$ cat src/rtl/wash_sequencer.sv
// Washing-machine cycle controller: IDLE -> FILL -> WASH -> DRAIN -> SPIN -> DONE, with
// a per-phase two-digit BCD countdown clocked by the 1 Hz tick and a fill timeout to ERROR.
module wash_sequencer #(
  parameter int FILL_TIMEOUT_SEC = 20,
  parameter int WASH_SEC         = 30,
  parameter int DRAIN_SEC        = 10,
  parameter int SPIN_SEC         = 15
) (
  input  logic       CP,
  input  logic       nCR,
  input  logic       tick,
  input  logic       start,
  input  logic       pause,
  input  logic       water_full,
  output logic [2:0] state,
  output logic [3:0] sec_tens,
  output logic [3:0] sec_ones,
  output logic       valve_in,
  output logic       motor,
  output logic       valve_out,
  output logic       spin,
  output logic       done,
  output logic       err
);
  typedef enum logic [2:0] {
    S_IDLE  = 3'd0,
    S_FILL  = 3'd1,
    S_WASH  = 3'd2,
    S_DRAIN = 3'd3,
    S_SPIN  = 3'd4,
    S_DONE  = 3'd5,
    S_ERROR = 3'd6
  } state_t;

  function automatic logic [7:0] to_bcd(input int p);
    to_bcd = {4'(p / 10), 4'(p % 10)};
  endfunction

  localparam logic [7:0] FILL_BCD  = to_bcd(FILL_TIMEOUT_SEC);
  localparam logic [7:0] WASH_BCD  = to_bcd(WASH_SEC);
  localparam logic [7:0] DRAIN_BCD = to_bcd(DRAIN_SEC);
  localparam logic [7:0] SPIN_BCD  = to_bcd(SPIN_SEC);

  state_t     state_q;
  logic [3:0] tens_q, ones_q;
  logic [3:0] tens_d, ones_d;
  logic       run, at_one;

  assign run    = tick & ~pause;
  assign at_one = (tens_q == 4'd0) && (ones_q == 4'd1);

  // BCD borrow; 00 holds so the digits never leave 0..9.
  always_comb begin
    tens_d = tens_q;
    ones_d = ones_q;
    if (ones_q != 4'd0) begin
      ones_d = ones_q - 4'd1;
    end else if (tens_q != 4'd0) begin
      tens_d = tens_q - 4'd1;
      ones_d = 4'd9;
    end
  end

  always_ff @(posedge CP or negedge nCR) begin
    if (!nCR) begin
      state_q <= S_IDLE;
      tens_q  <= 4'd0;
      ones_q  <= 4'd0;
    end else begin
      case (state_q)
        S_IDLE, S_DONE: if (start) begin
          state_q          <= S_FILL;
          {tens_q, ones_q} <= FILL_BCD;
        end
        // Drum full takes priority over a coincident timeout; pause holds the phase.
        S_FILL: if (water_full && !pause) begin
          state_q          <= S_WASH;
          {tens_q, ones_q} <= WASH_BCD;
        end else if (run) begin
          if (at_one) begin
            state_q          <= S_ERROR;
            {tens_q, ones_q} <= 8'h00;
          end else begin
            {tens_q, ones_q} <= {tens_d, ones_d};
          end
        end
        S_WASH: if (run) begin
          if (at_one) begin
            state_q          <= S_DRAIN;
            {tens_q, ones_q} <= DRAIN_BCD;
          end else begin
            {tens_q, ones_q} <= {tens_d, ones_d};
          end
        end
        S_DRAIN: if (run) begin
          if (at_one) begin
            state_q          <= S_SPIN;
            {tens_q, ones_q} <= SPIN_BCD;
          end else begin
            {tens_q, ones_q} <= {tens_d, ones_d};
          end
        end
        S_SPIN: if (run) begin
          if (at_one) begin
            state_q          <= S_DONE;
            {tens_q, ones_q} <= 8'h00;
          end else begin
            {tens_q, ones_q} <= {tens_d, ones_d};
          end
        end
        S_ERROR: if (start) begin
          state_q          <= S_IDLE;
          {tens_q, ones_q} <= 8'h00;
        end
        default: begin
          state_q          <= S_IDLE;
          {tens_q, ones_q} <= 8'h00;
        end
      endcase
    end
  end

  assign state     = state_q;
  assign sec_tens  = tens_q;
  assign sec_ones  = ones_q;
  assign valve_in  = (state_q == S_FILL) & ~pause;
  assign motor     = (state_q == S_WASH) & ~pause;
  assign valve_out = ((state_q == S_DRAIN) | (state_q == S_SPIN)) & ~pause;
  assign spin      = (state_q == S_SPIN) & ~pause;
  assign done      = (state_q == S_DONE);
  assign err       = (state_q == S_ERROR);
endmodule

$ cat config.mk
export PLATFORM = sky130hd
export DESIGN_NAME = wash_sequencer
export DESIGN_NICKNAME = d
export VERILOG_FILES = /design/src/rtl/wash_sequencer.sv
export SDC_FILE = /design/constraint.sdc
export NUM_CORES = 1
export LEC_CHECK = 0
export BUFFER_PORTS_ARGS = -buffer_cell sky130_fd_sc_hd__buf_2
export CELL_PAD_IN_SITES_DETAIL_PLACEMENT = 1
export CELL_PAD_IN_SITES_GLOBAL_PLACEMENT = 2
export CORE_MARGIN = 5
export CORE_UTILIZATION = 28
export CTS_BUF_LIST = sky130_fd_sc_hd__clkbuf_4 sky130_fd_sc_hd__clkbuf_8 sky130_fd_sc_hd__clkbuf_16
export DETAILED_ROUTE_END_ITERATION = 12
export GPL_ROUTABILITY_DRIVEN = 0
export PLACE_DENSITY = 0.82
export SLEW_MARGIN = 10
export SYNTH_ARGS = -nofsm -noshare
export SYNTH_HDL_FRONTEND = slang
export SYNTH_SLANG_ARGS = --single-unit
$ cat constraint.sdc
create_clock -name CP -period 1.9 [get_ports CP]
set_input_delay 0 -clock CP [delete_from_list [all_inputs] [get_ports CP]]
set_output_delay 0 -clock CP [all_outputs]
set_load 0.005 [all_outputs]
==> results of run 1 <==
[cell usage after synthesis, types with 2 or more instances]
library cell	count	share of area (%)
sky130_fd_sc_hd__a221oi_1	2	1.4
sky130_fd_sc_hd__o21ai_0	16	6.6
sky130_fd_sc_hd__or3b_4	2	1.8
sky130_fd_sc_hd__a22oi_1	2	1.2
sky130_fd_sc_hd__a221o_1	2	1.6
sky130_fd_sc_hd__o211ai_1	3	1.8
sky130_fd_sc_hd__o31ai_1	3	1.8
sky130_fd_sc_hd__nand3_1	4	1.6
sky130_fd_sc_hd__clkbuf_1	3	0.92
sky130_fd_sc_hd__nor3_1	9	3.7
sky130_fd_sc_hd__nand2_1	12	3.7
sky130_fd_sc_hd__inv_1	9	2.8
sky130_fd_sc_hd__dfrtp_1	11	23
sky130_fd_sc_hd__nor2b_1	6	3.1
sky130_fd_sc_hd__o22ai_1	2	1.0
sky130_fd_sc_hd__nand2b_1	8	4.1
sky130_fd_sc_hd__buf_2	4	1.6
sky130_fd_sc_hd__a21oi_1	6	2.5
sky130_fd_sc_hd__nor2_1	19	5.9
sky130_fd_sc_hd__ha_1	3	3.1
sky130_fd_sc_hd__mux2i_1	2	1.6
[cell type report]
cell class	count	share of cell area, %
inverter	9	2.009
clock inverter	1	0.2976
sequential	11	16.44
multi-input combinational	134	53.50
timing repair buffer	55	21.43
clock buffer	3	2.455
tap	52	3.869
[flip-flops by register name (all words and copies together), names as in the netlist]
| register | flops |
|---|---|
| sec_ones | 4 |
| sec_tens | 4 |
| state | 3 |
[power breakdown]
| group | leakage, nW | internal, mW | switching (mW) | total, mW |
|---|---|---|---|---|
| logic | 0.583 | 0.909 | 0.936 | 1.84 |
| clock network | 0.0255 | 0.145 | 0.110 | 0.255 |
| registers | 0.138 | 0.324 | 0.117 | 0.441 |
[worst max-delay path: stages, from the launching register on]
cell,delay (ps)
sky130_fd_sc_hd__dfrtp_1,390
sky130_fd_sc_hd__inv_2,90
sky130_fd_sc_hd__ha_4,130
sky130_fd_sc_hd__or3b_4,410
sky130_fd_sc_hd__nor2_4,190
sky130_fd_sc_hd__o21ai_2,70
sky130_fd_sc_hd__or4_1,400
sky130_fd_sc_hd__o211ai_1,110
[repair_timing]
item	in CTS	in global routing
gates resized for setup	1	12
setup buffers	0	6
pin swaps	0	5
hold endpoints to repair	11	0
hold buffers	1	0
endpoints found under the setup margin	1	7
[logic make-up (layout without fill, tap and decap cells)]
logic type	Yosys count	in the layout	share of synthesized area, %
compound gates	53	53	30.11
xor+xnor	1	1	0.7196
fa+ha+maj	4	4	3.906
buf+inv	19	68	7.297
flops	11	11	22.61
mux	2	2	1.644
simple gates	74	74	33.71
[stage by stage]
| step | TNS (ps) | setup slack, ps | hold slack (ps) | utilization (%) |
|---|---|---|---|---|
| after global routing | -134.6 | -49.64 | 202.3 | 39.16 |
| after CTS | 0 | 1.981 | 176.1 | 37.27 |
| after floorplan | 0 | 17.96 | -295.6 | - |
| final | 0 | 18.32 | 167.7 | 39.16 |
| after global placement | 0 | 1.126 | -101.1 | 35.84 |
| after detailed placement | -21.11 | -21.11 | -97.67 | 35.84 |
[layer usage]
layer	GRT usage, %	up-vias	routed length [um]
met2	25.34	22	2183
met1	17.28	692	1967
met3	2.962	8	108
met5	0	-	0
met4	4.270	0	65
li1	-	704	-
[worst paths after layout]
check / startpoint / endpoint
hold reg to reg: sec_ones[1] / sec_ones[1]
hold / removal: nCR / sec_ones[3]
setup reg to reg: sec_ones[0] / sec_tens[1]
min in group CP: start / state[1]
setup / recovery: sec_ones[0] / sec_tens[1]
max in group asynchronous: nCR / state[0]
==> flow_summary.rst, run 1 <==
.. list-table::
   :header-rows: 1

   * - Metric
     - Value
   * - Result of the run
     - finished clean
   * - Synth warn
     - 0
   * - Period utilisation layout
     - 99.04%
   * - Site Rows
     - 24
   * - Die Outline Area
     - approximately 5800 um^2
   * - Clock tree sinks
     - 11
   * - Worst EP arrival
     - between 2000 and 2500 ps
   * - Die span in y
     - 75.94 um
   * - Synthesized area
     - approximately 1200 um^2
   * - Antenna diodes
     - 0
   * - Setup slack of the worst register-to-register path
     - 20 ps
   * - Deepest level of the CTS H-tree
     - 1
   * - Remaining Overflow, GRT
     - 0
   * - Critical Path RT
     - 2060 ps
   * - First-pass detailed-route iteration total
     - 6
   * - Shortest period the worst path allows
     - ~1900 ps
   * - Count of routing violations after the opening detailed-route iteration
     - 57
   * - Post-synthesis to final-layout area growth
     - 38.13%
   * - Most used cells in the layout excluding fill and tap cells
     - 32 x sky130_fd_sc_hd__buf_4, 22 x sky130_fd_sc_hd__buf_2, 19 x sky130_fd_sc_hd__nor2_1, 15 x sky130_fd_sc_hd__o21ai_0, 12 x sky130_fd_sc_hd__nand2_1
   * - Post-synth EDFFs
     - 0
   * - Vias after detailed routing
     - 1426
   * - Number of top-level pins
     - 23
   * - FF+latch area
     - 276.5 um^2
   * - Post-detailed-routing wire length
     - 4325 um
   * - Initial cell density of the core
     - between 20% and 30%
   * - Critical Path Sink Type
     - flip-flop
   * - Total DRC errors in the routed layout
     - 0
   * - Non-filler instance count after layout
     - 265
   * - Latest clock arrival within the worst-skew pair
     - around 250 ps
   * - Prevailing post-synth register cell
     - sky130_fd_sc_hd__dfrtp_1
   * - Worst IR Drop VDD
     - 0.4673 mV
   * - Setup repair after global routing missed its margin
     - yes
   * - Reported leakage power
     - 0.7456 nW
   * - Fraction of layout cells with a size suffix above 1
     - 37.09%
   * - Average wire per cell in the routed design
     - 16.32 um
   * - Number of global-route vias before repair
     - 1477
   * - Highest net fanout along the worst path
     - 6
   * - Count of port buffers added during placement
     - 22
   * - Clock-pin slew reported for the worst setup and hold paths after clock tree synthesis
     - ~60 ps
   * - Highest attainable clock frequency
     - 531.4 MHz
   * - DP Area
     - 1539 um^2
   * - Floorplan core area
     - about 4300 um^2
   * - Synthesized flop and latch total
     - 11
   * - First-pass GRT wire length
     - slightly below 7000 um
   * - Number of buffers created by CTS
     - 3
   * - Cell at the root of the clock tree
     - sky130_fd_sc_hd__clkbuf_8
   * - Type of element launching the critical path
     - flip-flop
   * - Number of different library cells in the post-synthesis netlist
     - 57
   * - Synthesized area per cell
     - 7.423 um^2
   * - Final-report max-slew violation count
     - 0
   * - Final number of hold-violating endpoints
     - 0
   * - Overall power of the completed layout
     - 2.541 mW
   * - Fraction of registers with async set or reset after synthesis
     - 100.0%
   * - Final antenna-violating net count
     - 0
   * - Cell count of the worst reg-to-reg path
     - 7
   * - Die width
     - 75.94 um
   * - Total instance count after detailed placement
     - around 250
   * - Total of fill cells in the finished design
     - 540
   * - Worst-case clock skew
     - 2.872 ps
   * - Worst-case clock buffer depth
     - 2
   * - Most frequent standard cell in the layout excluding fill and tap cells
     - sky130_fd_sc_hd__buf_4
   * - Via density per instance
     - 5.381
   * - Slew headroom
     - between 60 and 70%
   * - Power density of the placed cells
     - around 1500 nW/um^2
   * - Share of synthesized area occupied by flip-flops and latches
     - 22.61%
   * - GRT Total Usage
     - 14.36%
   * - Transition time at the pin with the least slew margin
     - 476.2 ps
   * - Path type of the worst setup path
     - flip-flop to flip-flop
   * - Net Count, Synth
     - about 170
   * - HPWL Detailed
     - ~3300 um
   * - Number of maximum-capacitance violations
     - 0
   * - Antenna violations before repair
     - 0
   * - Cells after Synth
     - around 160
   * - Count of endpoints failing setup in the final report
     - 0
   * - Pin count of the biggest net entering global routing
     - 15
   * - TritonCTS clock tree
     - built
   * - Final nets
     - 223
   * - Class of the worst hold path
     - input port to async pin
   * - Multi-input combinational cell area
     - 899.6 um^2
   * - Post-layout instance area
     - around 1700 um^2
Power figures use the tool's default switching activity.
==> run 2: changes to the inputs <==
==> constraint.sdc (replaced) <==
create_clock -name CP -period 1.6 [get_ports CP]
set_input_delay 0 -clock CP [delete_from_list [all_inputs] [get_ports CP]]
set_output_delay 0 -clock CP [all_outputs]
set_load 0.005 [all_outputs]
==> run 2 against run 1 <==
Effect of this change:
- the flow now finishes with violations (negative setup slack)
- sequential share of layout area shrank 2.6 points
- largest cell class unchanged
- non-clock buffer count grew 24
- global-route usage grew 4.0 points
- fmax grew 2.3%
- clock power grew 24%
- sequential power grew 15%
- power grew 43%
- worst hold slack gained 20 ps
- routed wire length grew 19%
- clock skew shrank 2.2 ps
==> flow_summary.rst, run 2 (synthesis results as in run 1) <==
.. list-table::
   :header-rows: 1

   * - Metric
     - Value
   * - Result of the run
     - finished, violations left
   * - Violated checks
     - negative setup slack
   * - GRT Total Usage
     - 18.39% (+4.0 points)
   * - Pin count of the biggest net entering global routing
     - 12 (-3)
   * - Count of port buffers added during placement
     - 22 (unchanged)
   * - Latest clock arrival within the worst-skew pair
     - 250 ps (about the same)
   * - Post-route setup slack
     - -239.4 ps (-257.7 ps)
   * - Number of top-level pins
     - 23 (unchanged)
   * - Total DRC errors in the routed layout
     - 0 (unchanged)
   * - Post-synthesis to final-layout area growth
     - 63.62%
   * - Post-detailed-routing wire length
     - 5145 um (+19%)
   * - Number of buffers created by CTS
     - 3 (unchanged)
   * - First-pass GRT wire length
     - 8659 um (+25%)
   * - Post-route worst hold slack
     - 187.5 ps (+19.75 ps)
   * - Deepest level of the CTS H-tree
     - 1 (unchanged)
   * - Antenna violations before repair
     - 0 (unchanged)
   * - Average wire per cell in the routed design
     - 17.80 um (+9.1%)
   * - Remaining Overflow, GRT
     - 0 (unchanged)
   * - Initial cell density of the core
     - 28.35% (unchanged)
   * - Period utilisation layout
     - 115.0% (+16 points)
   * - Count of endpoints failing setup in the final report
     - 12 (+12)
   * - Critical Path Sink Type
     - flip-flop
   * - Antenna diodes
     - 0 (unchanged)
   * - Setup repair after global routing missed its margin
     - yes
   * - Number of global-route vias before repair
     - 1705 (+15%)
   * - Final sum of negative setup slack
     - -1603 ps (-1603 ps)
   * - Highest attainable clock frequency
     - 543.7 MHz (+2.3%)
   * - Worst IR Drop VDD
     - 0.5528 mV (+18%)
   * - Most used cells in the layout excluding fill and tap cells
     - 51 x sky130_fd_sc_hd__buf_4, 22 x sky130_fd_sc_hd__buf_2, 16 x sky130_fd_sc_hd__nor2_1
   * - Clock-pin slew reported for the worst setup and hold paths after clock tree synthesis
     - 60 ps (about the same)
   * - TritonCTS clock tree
     - built
   * - Die width
     - 75.94 um (unchanged)
   * - Cell count of the worst reg-to-reg path
     - 7 (unchanged)
   * - First-pass detailed-route iteration total
     - 4 (-2)
   * - Worst setup timing slack at the placement stage
     - -299.5 ps (-278.4 ps)
   * - HPWL Detailed
     - 3863 um (+19%)
   * - Final-report max-slew violation count
     - 0 (unchanged)
   * - Power density of the placed cells
     - 1828 nW/um^2 (+21%)
   * - Worst EP arrival
     - 2000 ps (-50 ps)
   * - Site Rows
     - 24 (unchanged)
   * - Total instance count after detailed placement
     - 275 (+8.3%)
   * - Type of element launching the critical path
     - flip-flop
   * - Reported leakage power
     - 0.9054 nW (+21%)
   * - Transition time at the pin with the least slew margin
     - 379.2 ps (-97.05 ps)
   * - Class of the worst hold path
     - input port to async pin
   * - Final nets
     - 247 (+11%)
   * - Die span in y
     - 75.94 um (unchanged)
   * - Slew headroom
     - 74.61% (+6.4 points)
   * - Cell at the root of the clock tree
     - sky130_fd_sc_hd__clkbuf_8
   * - Number of maximum-capacitance violations
     - 0 (unchanged)
   * - Count of routing violations after the opening detailed-route iteration
     - 66 (+16%)
   * - Final number of hold-violating endpoints
     - 0 (unchanged)
   * - Fraction of layout cells with a size suffix above 1
     - 50.63% (+14 points)
   * - Path type of the worst setup path
     - flip-flop to flip-flop
   * - Final antenna-violating net count
     - 0 (unchanged)
   * - Die Outline Area
     - 5767 um^2 (unchanged)
   * - Worst-case clock buffer depth
     - 2 (unchanged)
   * - Worst-case clock skew
     - 0.6360 ps (-2.236 ps)
   * - Floorplan core area
     - 4294 um^2 (unchanged)
   * - Critical Path RT
     - 1760 ps (-300 ps)
   * - Via density per instance
     - 5.443 (+1.1%)
   * - Most frequent standard cell in the layout excluding fill and tap cells
     - sky130_fd_sc_hd__buf_4
   * - Highest net fanout along the worst path
     - 5 (-1)
   * - Clock tree sinks
     - 11 (unchanged)
   * - Vias after detailed routing
     - 1573 (+10%)
   * - Shortest period the worst path allows
     - 1839 ps (-42.28 ps)
   * - Non-filler instance count after layout
     - 289 (+9.1%)
   * - Overall power of the completed layout
     - 3.641 mW (+43%)
## run 2: path summary, 6_finish.rpt
check / startpoint / to / slack [ps]
worst max-delay path: sec_ones[1] / sec_tens[1] / -240
worst min-delay path: nCR / sec_ones[2] / 190
worst max register to register: sec_ones[1] / sec_tens[1] / -240
worst min register to register: sec_ones[1] / sec_ones[1] / 630
max in group asynchronous: nCR / state[0] / 1160
min in group CP: start / state[1] / 200
## run 2: timing repair
item / 4_1_cts / 5_1_grt
hold endpoints to repair: 11 / 0
pin swaps: 10 / 13
hold buffers: 1 / 0
setup endpoints to repair: 11 / 13
setup buffers: 6 / 4
resized for setup: 19 / 15
## run 2: layout make-up
cell class	instances	area, um^2
Multi-Input combinational cell	134	1008
Timing Repair Buffer	79	559.3
Sequential cell	11	276.5
Tap cell	52	65.06
Clock buffer	4	48.80
Fill cell	544	2302
Inverter	9	33.78
## run 2: layer usage
metal  vias up  wire length, um  global-route usage, %
li1        751                -                      -
met1       779             2054                  20.25
met2        28             2784                  33.13
met3        15              157                  4.028
met4         0              148                  8.363
met5         -                0                      0
## run 2: worst max-delay path, cell delays in order, from the launching register on
cell	delay [ps]
sky130_fd_sc_hd__dfrtp_1	390
sky130_fd_sc_hd__inv_2	90
sky130_fd_sc_hd__ha_4	130
sky130_fd_sc_hd__or3b_4	400
sky130_fd_sc_hd__nor2_4	160
sky130_fd_sc_hd__o21ai_1	80
sky130_fd_sc_hd__or4_1	400
sky130_fd_sc_hd__o211ai_1	100
## run 2: per-stage QoR
| stage | util [%] | area [um^2] |
|---|---|---|
| final | 46.39 | 1992 |
| after global routing | 46.39 | 1992 |
| after CTS | 44.35 | 1904 |
| after detailed placement | 40.44 | 1737 |
| after floorplan | - | 1264 |
| after global placement | 40.44 | 1737 |
## run 2: power breakdown
part	leakage [nW]	switching, mW	internal [mW]
combinational	0.742	1.38	1.44
clock	0.0262	0.124	0.193
sequential	0.138	0.122	0.385
==> run 3: changes to the inputs <==
--- a/config.mk
+++ b/config.mk
@@ -5,14 +5,16 @@
 export SDC_FILE = /design/constraint.sdc
 export NUM_CORES = 1
 export LEC_CHECK = 0
+export ABC_AREA = 1
 export BUFFER_PORTS_ARGS = -buffer_cell sky130_fd_sc_hd__buf_2
 export CELL_PAD_IN_SITES_DETAIL_PLACEMENT = 1
 export CELL_PAD_IN_SITES_GLOBAL_PLACEMENT = 2
 export CORE_MARGIN = 5
-export CORE_UTILIZATION = 28
+export CORE_UTILIZATION = 25
 export CTS_BUF_LIST = sky130_fd_sc_hd__clkbuf_4 sky130_fd_sc_hd__clkbuf_8 sky130_fd_sc_hd__clkbuf_16
 export DETAILED_ROUTE_END_ITERATION = 12
 export GPL_ROUTABILITY_DRIVEN = 0
+export MAX_ROUTING_LAYER = met4
 export PLACE_DENSITY = 0.82
 export SLEW_MARGIN = 10
 export SYNTH_ARGS = -nofsm -noshare
==> run 3 against run 2 <==
Effect of this change:
- the run still ends with negative setup slack left
- sequential power is 3.9% higher
- critical endpoint is now sec_tens[0]
- sequential cell count is the same
- register-to-register slack better by 240 ps
- core utilization decreased by 5.1 points
==> flow_summary.rst, run 3 <==
.. list-table::
   :header-rows: 1

   * - Metric
     - Value
   * - Cells after Synth
     - 171 (+4.3%)
   * - Antenna violations before repair
     - 0 (unchanged)
   * - Highest attainable clock frequency
     - 623.5 MHz (+15%)
   * - Synth warn
     - 0 (unchanged)
   * - Worst-case clock skew
     - 3.626 ps (+2.990 ps)
   * - Setup repair after global routing missed its margin
     - yes
   * - Transition time at the pin with the least slew margin
     - 400.3 ps (+21.09 ps)
   * - Initial cell density of the core
     - 25.87% (-2.5 points)
   * - Final number of hold-violating endpoints
     - 0 (unchanged)
   * - Vias after detailed routing
     - 1288 (-18%)
   * - Number of maximum-capacitance violations
     - 0 (unchanged)
   * - Worst EP arrival
     - 1720 ps (-280 ps)
   * - GRT Total Usage
     - 15.21% (-3.2 points)
   * - Class of the worst hold path
     - input port to async pin
   * - Die span in y
     - 74.34 um (-2.1%)
   * - Highest net fanout along the worst path
     - 4 (-1)
   * - Worst IR Drop VDD
     - 0.9126 mV (+65%)
   * - Post-route worst hold slack
     - 162.3 ps (-25.20 ps)
   * - Site Rows
     - 23 (-4.2%)
   * - Shortest period the worst path allows
     - 1604 ps (-235.5 ps)
   * - Reported leakage power
     - 0.8466 nW (-6.5%)
   * - Count of port buffers added during placement
     - 22 (unchanged)
   * - Deepest level of the CTS H-tree
     - 1 (unchanged)
   * - Worst-case clock buffer depth
     - 2 (unchanged)
   * - Delay-heaviest family, CP
     - simple AND/OR/NAND/NOR gates
   * - Violated checks
     - negative setup slack
   * - Most used cells in the layout excluding fill and tap cells
     - 44 x sky130_fd_sc_hd__nand2_1, 28 x sky130_fd_sc_hd__buf_4, 22 x sky130_fd_sc_hd__buf_2, 19 x sky130_fd_sc_hd__o21ai_1, 15 x sky130_fd_sc_hd__inv_1
   * - Post-layout instance area
     - 1653 um^2 (-17%)
   * - Antenna diodes
     - 0 (unchanged)
   * - Fraction of registers with async set or reset after synthesis
     - 100.0% (unchanged)
   * - DP Area
     - 1405 um^2 (-19%)
   * - TritonCTS clock tree
     - built
   * - Cell with the largest stage delay on the worst path
     - sky130_fd_sc_hd__dfrtp_1
   * - Period utilisation layout
     - 100.2% (-15 points)
   * - Overall power of the completed layout
     - 3.842 mW (+5.5%)
   * - Final-report max-slew violation count
     - 0 (unchanged)
   * - First-pass GRT wire length
     - 6382 um (-26%)
   * - Post-detailed-routing wire length
     - 3730 um (-28%)
   * - Final sum of negative setup slack
     - -3.894 ps (+1599 ps)
   * - CP bufs+invs
     - 1 (unchanged)
   * - Post-route setup slack
     - -3.894 ps (+235.5 ps)
   * - Number of buffers created by CTS
     - 3 (unchanged)
   * - Synthesized flop and latch total
     - 11 (unchanged)
   * - Clock tree sinks
     - 11 (unchanged)
   * - Total of fill cells in the finished design
     - 528 (-2.9%)
   * - Latest clock arrival within the worst-skew pair
     - 240 ps (about the same)
   * - Area share of the largest cell type after synthesis
     - 26.60% (+4.0 points)
   * - Leading cell types by count after synthesis
     - 49 x sky130_fd_sc_hd__nand2_1, 22 x sky130_fd_sc_hd__inv_1, 17 x sky130_fd_sc_hd__nor2_1
   * - Remaining Overflow, GRT
     - 0 (unchanged)
   * - Most frequent cell after synthesis
     - sky130_fd_sc_hd__nand2_1
   * - Most area-consuming cells after synthesis
     - sky130_fd_sc_hd__dfrtp_1 27%, sky130_fd_sc_hd__nand2_1 18%, sky130_fd_sc_hd__inv_1 8.0%, sky130_fd_sc_hd__o21ai_0 7.3%, sky130_fd_sc_hd__nand3_1 6.8%
   * - Type of element launching the critical path
     - flip-flop
   * - Count of routing violations after the opening detailed-route iteration
     - 52 (-21%)
   * - Cell at the root of the clock tree
     - sky130_fd_sc_hd__clkbuf_8
   * - Count of endpoints failing setup in the final report
     - 1 (-11)
   * - Most repeated library cell on the critical path
     - sky130_fd_sc_hd__nand2_1
   * - Synthesized area
     - 1035 um^2 (-15%)
   * - HPWL Detailed
     - 2993 um (-23%)
   * - Slew headroom
     - 73.28% (-1.3 points)
   * - Number of global-route vias before repair
     - 1400 (-18%)
   * - Floorplan core area
     - 4000 um^2 (-6.8%)
   * - Number of top-level pins
     - 23 (unchanged)
   * - Average wire per cell in the routed design
     - 13.42 um (-25%)
   * - Power density of the placed cells
     - 2324 nW/um^2 (+27%)
   * - First-pass detailed-route iteration total
     - 4 (unchanged)
   * - Most frequent standard cell in the layout excluding fill and tap cells
     - sky130_fd_sc_hd__nand2_1
   * - Die width
     - 74.34 um (-2.1%)
   * - Critical Path Sink Type
     - flip-flop
   * - Post-synthesis to final-layout area growth
     - 59.73%
   * - Critical Path RT
     - 1720 ps (-40 ps)
   * - Fraction of layout cells with a size suffix above 1
     - 45.18% (-5.5 points)
   * - Final antenna-violating net count
     - 0 (unchanged)
   * - Clock-pin slew reported for the worst setup and hold paths after clock tree synthesis
     - 50 ps (about the same)
   * - Cells along the critical path
     - inv_2 -> ha_4 -> nand2_4 -> nor2_4 -> nand2_2 -> nand2_1 -> nand3_1 -> nand2_1 -> o21ai_1 -> o21ai_1 -> nand2_1
   * - Result of the run
     - finished, violations left
   * - Die Outline Area
     - 5526 um^2 (-4.2%)
   * - Post-synth EDFFs
     - 0 (unchanged)
   * - Slowest cell delay on critical path
     - 400 ps (about the same)
   * - Share of synthesized area occupied by flip-flops and latches
     - 26.60% (+4.0 points)
   * - Number of different library cells in the post-synthesis netlist
     - 22 (-61%)
   * - Net Count, Synth
     - 180 (+4.0%)
   * - Path type of the worst setup path
     - flip-flop to flip-flop
   * - Synthesized area per cell
     - 6.051 um^2 (-18%)
   * - Via density per instance
     - 4.633 (-15%)
   * - Most area-hungry cell type in the Yosys netlist
     - sky130_fd_sc_hd__dfrtp_1
   * - Prevailing post-synth register cell
     - sky130_fd_sc_hd__dfrtp_1
   * - Final nets
     - 238 (-3.6%)
   * - Pin count of the biggest net entering global routing
     - 15 (+3)
   * - Total DRC errors in the routed layout
     - 0 (unchanged)
[run 3: cell count changes in the layout (fill, tap and decap cells not counted), sizes merged, moves of 3 or more]
cell	previous run	this run
nor3	10	3
nand2b	8	0
o21ai	17	25
buf	78	53
nand3	4	14
inv	9	26
or3b	4	0
nor2b	7	0
o31ai	3	0
nand2	12	55
[run 3: cells by family (layout without fill, tap and decap cells)]
logic type | after synthesis | count (layout) | share of synthesized area (%)
AOI/OAI and AO/OA | 35 | 35 | 19.23
adders and majority gates | 3 | 3 | 3.628
and+or+nand+nor | 94 | 94 | 39.78
DFF | 11 | 11 | 26.60
xor gates and xnor gates | 1 | 1 | 0.8466
buffers and inverters | 27 | 84 | 9.915
[run 3: final cells by class]
cell class                 count  area [um^2]  share of cell area (%)
clock buffer                   3        41.29                   2.498
inverter                      26        100.1                   6.056
multi-input combinational    133        800.8                   48.45
sequential                    11        279.0                   16.88
tap                           50        62.56                   3.785
clock inverter                 1        5.005                  0.3028
timing repair buffer          54        364.1                   22.03
[run 3: per-layer routing]
| metal | vias up | track usage [%] | part of all wire (%) |
|---|---|---|---|
| met5 | - | - | 0 |
| met4 | 0 | 4.348 | 0.91 |
| met3 | 4 | 1.757 | 1.7 |
| met2 | 16 | 26.08 | 51 |
| met1 | 601 | 18.82 | 47 |
| li1 | 667 | - | - |
[run 3: repair_timing]
action                                  in CTS  in global routing
endpoints found under the setup margin      10                 12
hold buffers                                 1                  0
gates resized for setup                     27                 27
pin swaps                                   12                 13
buffers inserted                             1                  3
endpoints found under the hold margin       11                  0
[run 3: per-stage QoR]
step                setup slack [ps]  utilization (%)  cells
floorplan                      7.492                -    171
global placement              -111.8            35.13    269
detailed placement            -131.7            35.13    269
CTS                           -7.995            39.19    275
global route                  -153.9            41.32    278
finish                        -3.894            41.32    278
[run 3: final timing paths]
path                              from          end  slack, ps  cells past startpoint
hold reg to reg            sec_tens[2]  sec_tens[2]        630                      3
hold / removal                     nCR     state[1]        160                      2
max in group asynchronous          nCR     state[2]       1210                      2
setup / recovery           sec_ones[0]  sec_tens[0]         -4                     11
setup reg to reg           sec_ones[0]  sec_tens[0]         -4                     11
min in group CP                  start  sec_tens[3]        180                      6
[run 3: where the power goes]
part | switching, mW | total [mW] | internal (mW) | leakage, nW
combinational | 1.68 | 3.04 | 1.35 | 0.682
sequential | 0.126 | 0.527 | 0.400 | 0.139
clock | 0.108 | 0.279 | 0.171 | 0.0255
total | 1.92 | 3.84 | 1.92 | 0.847
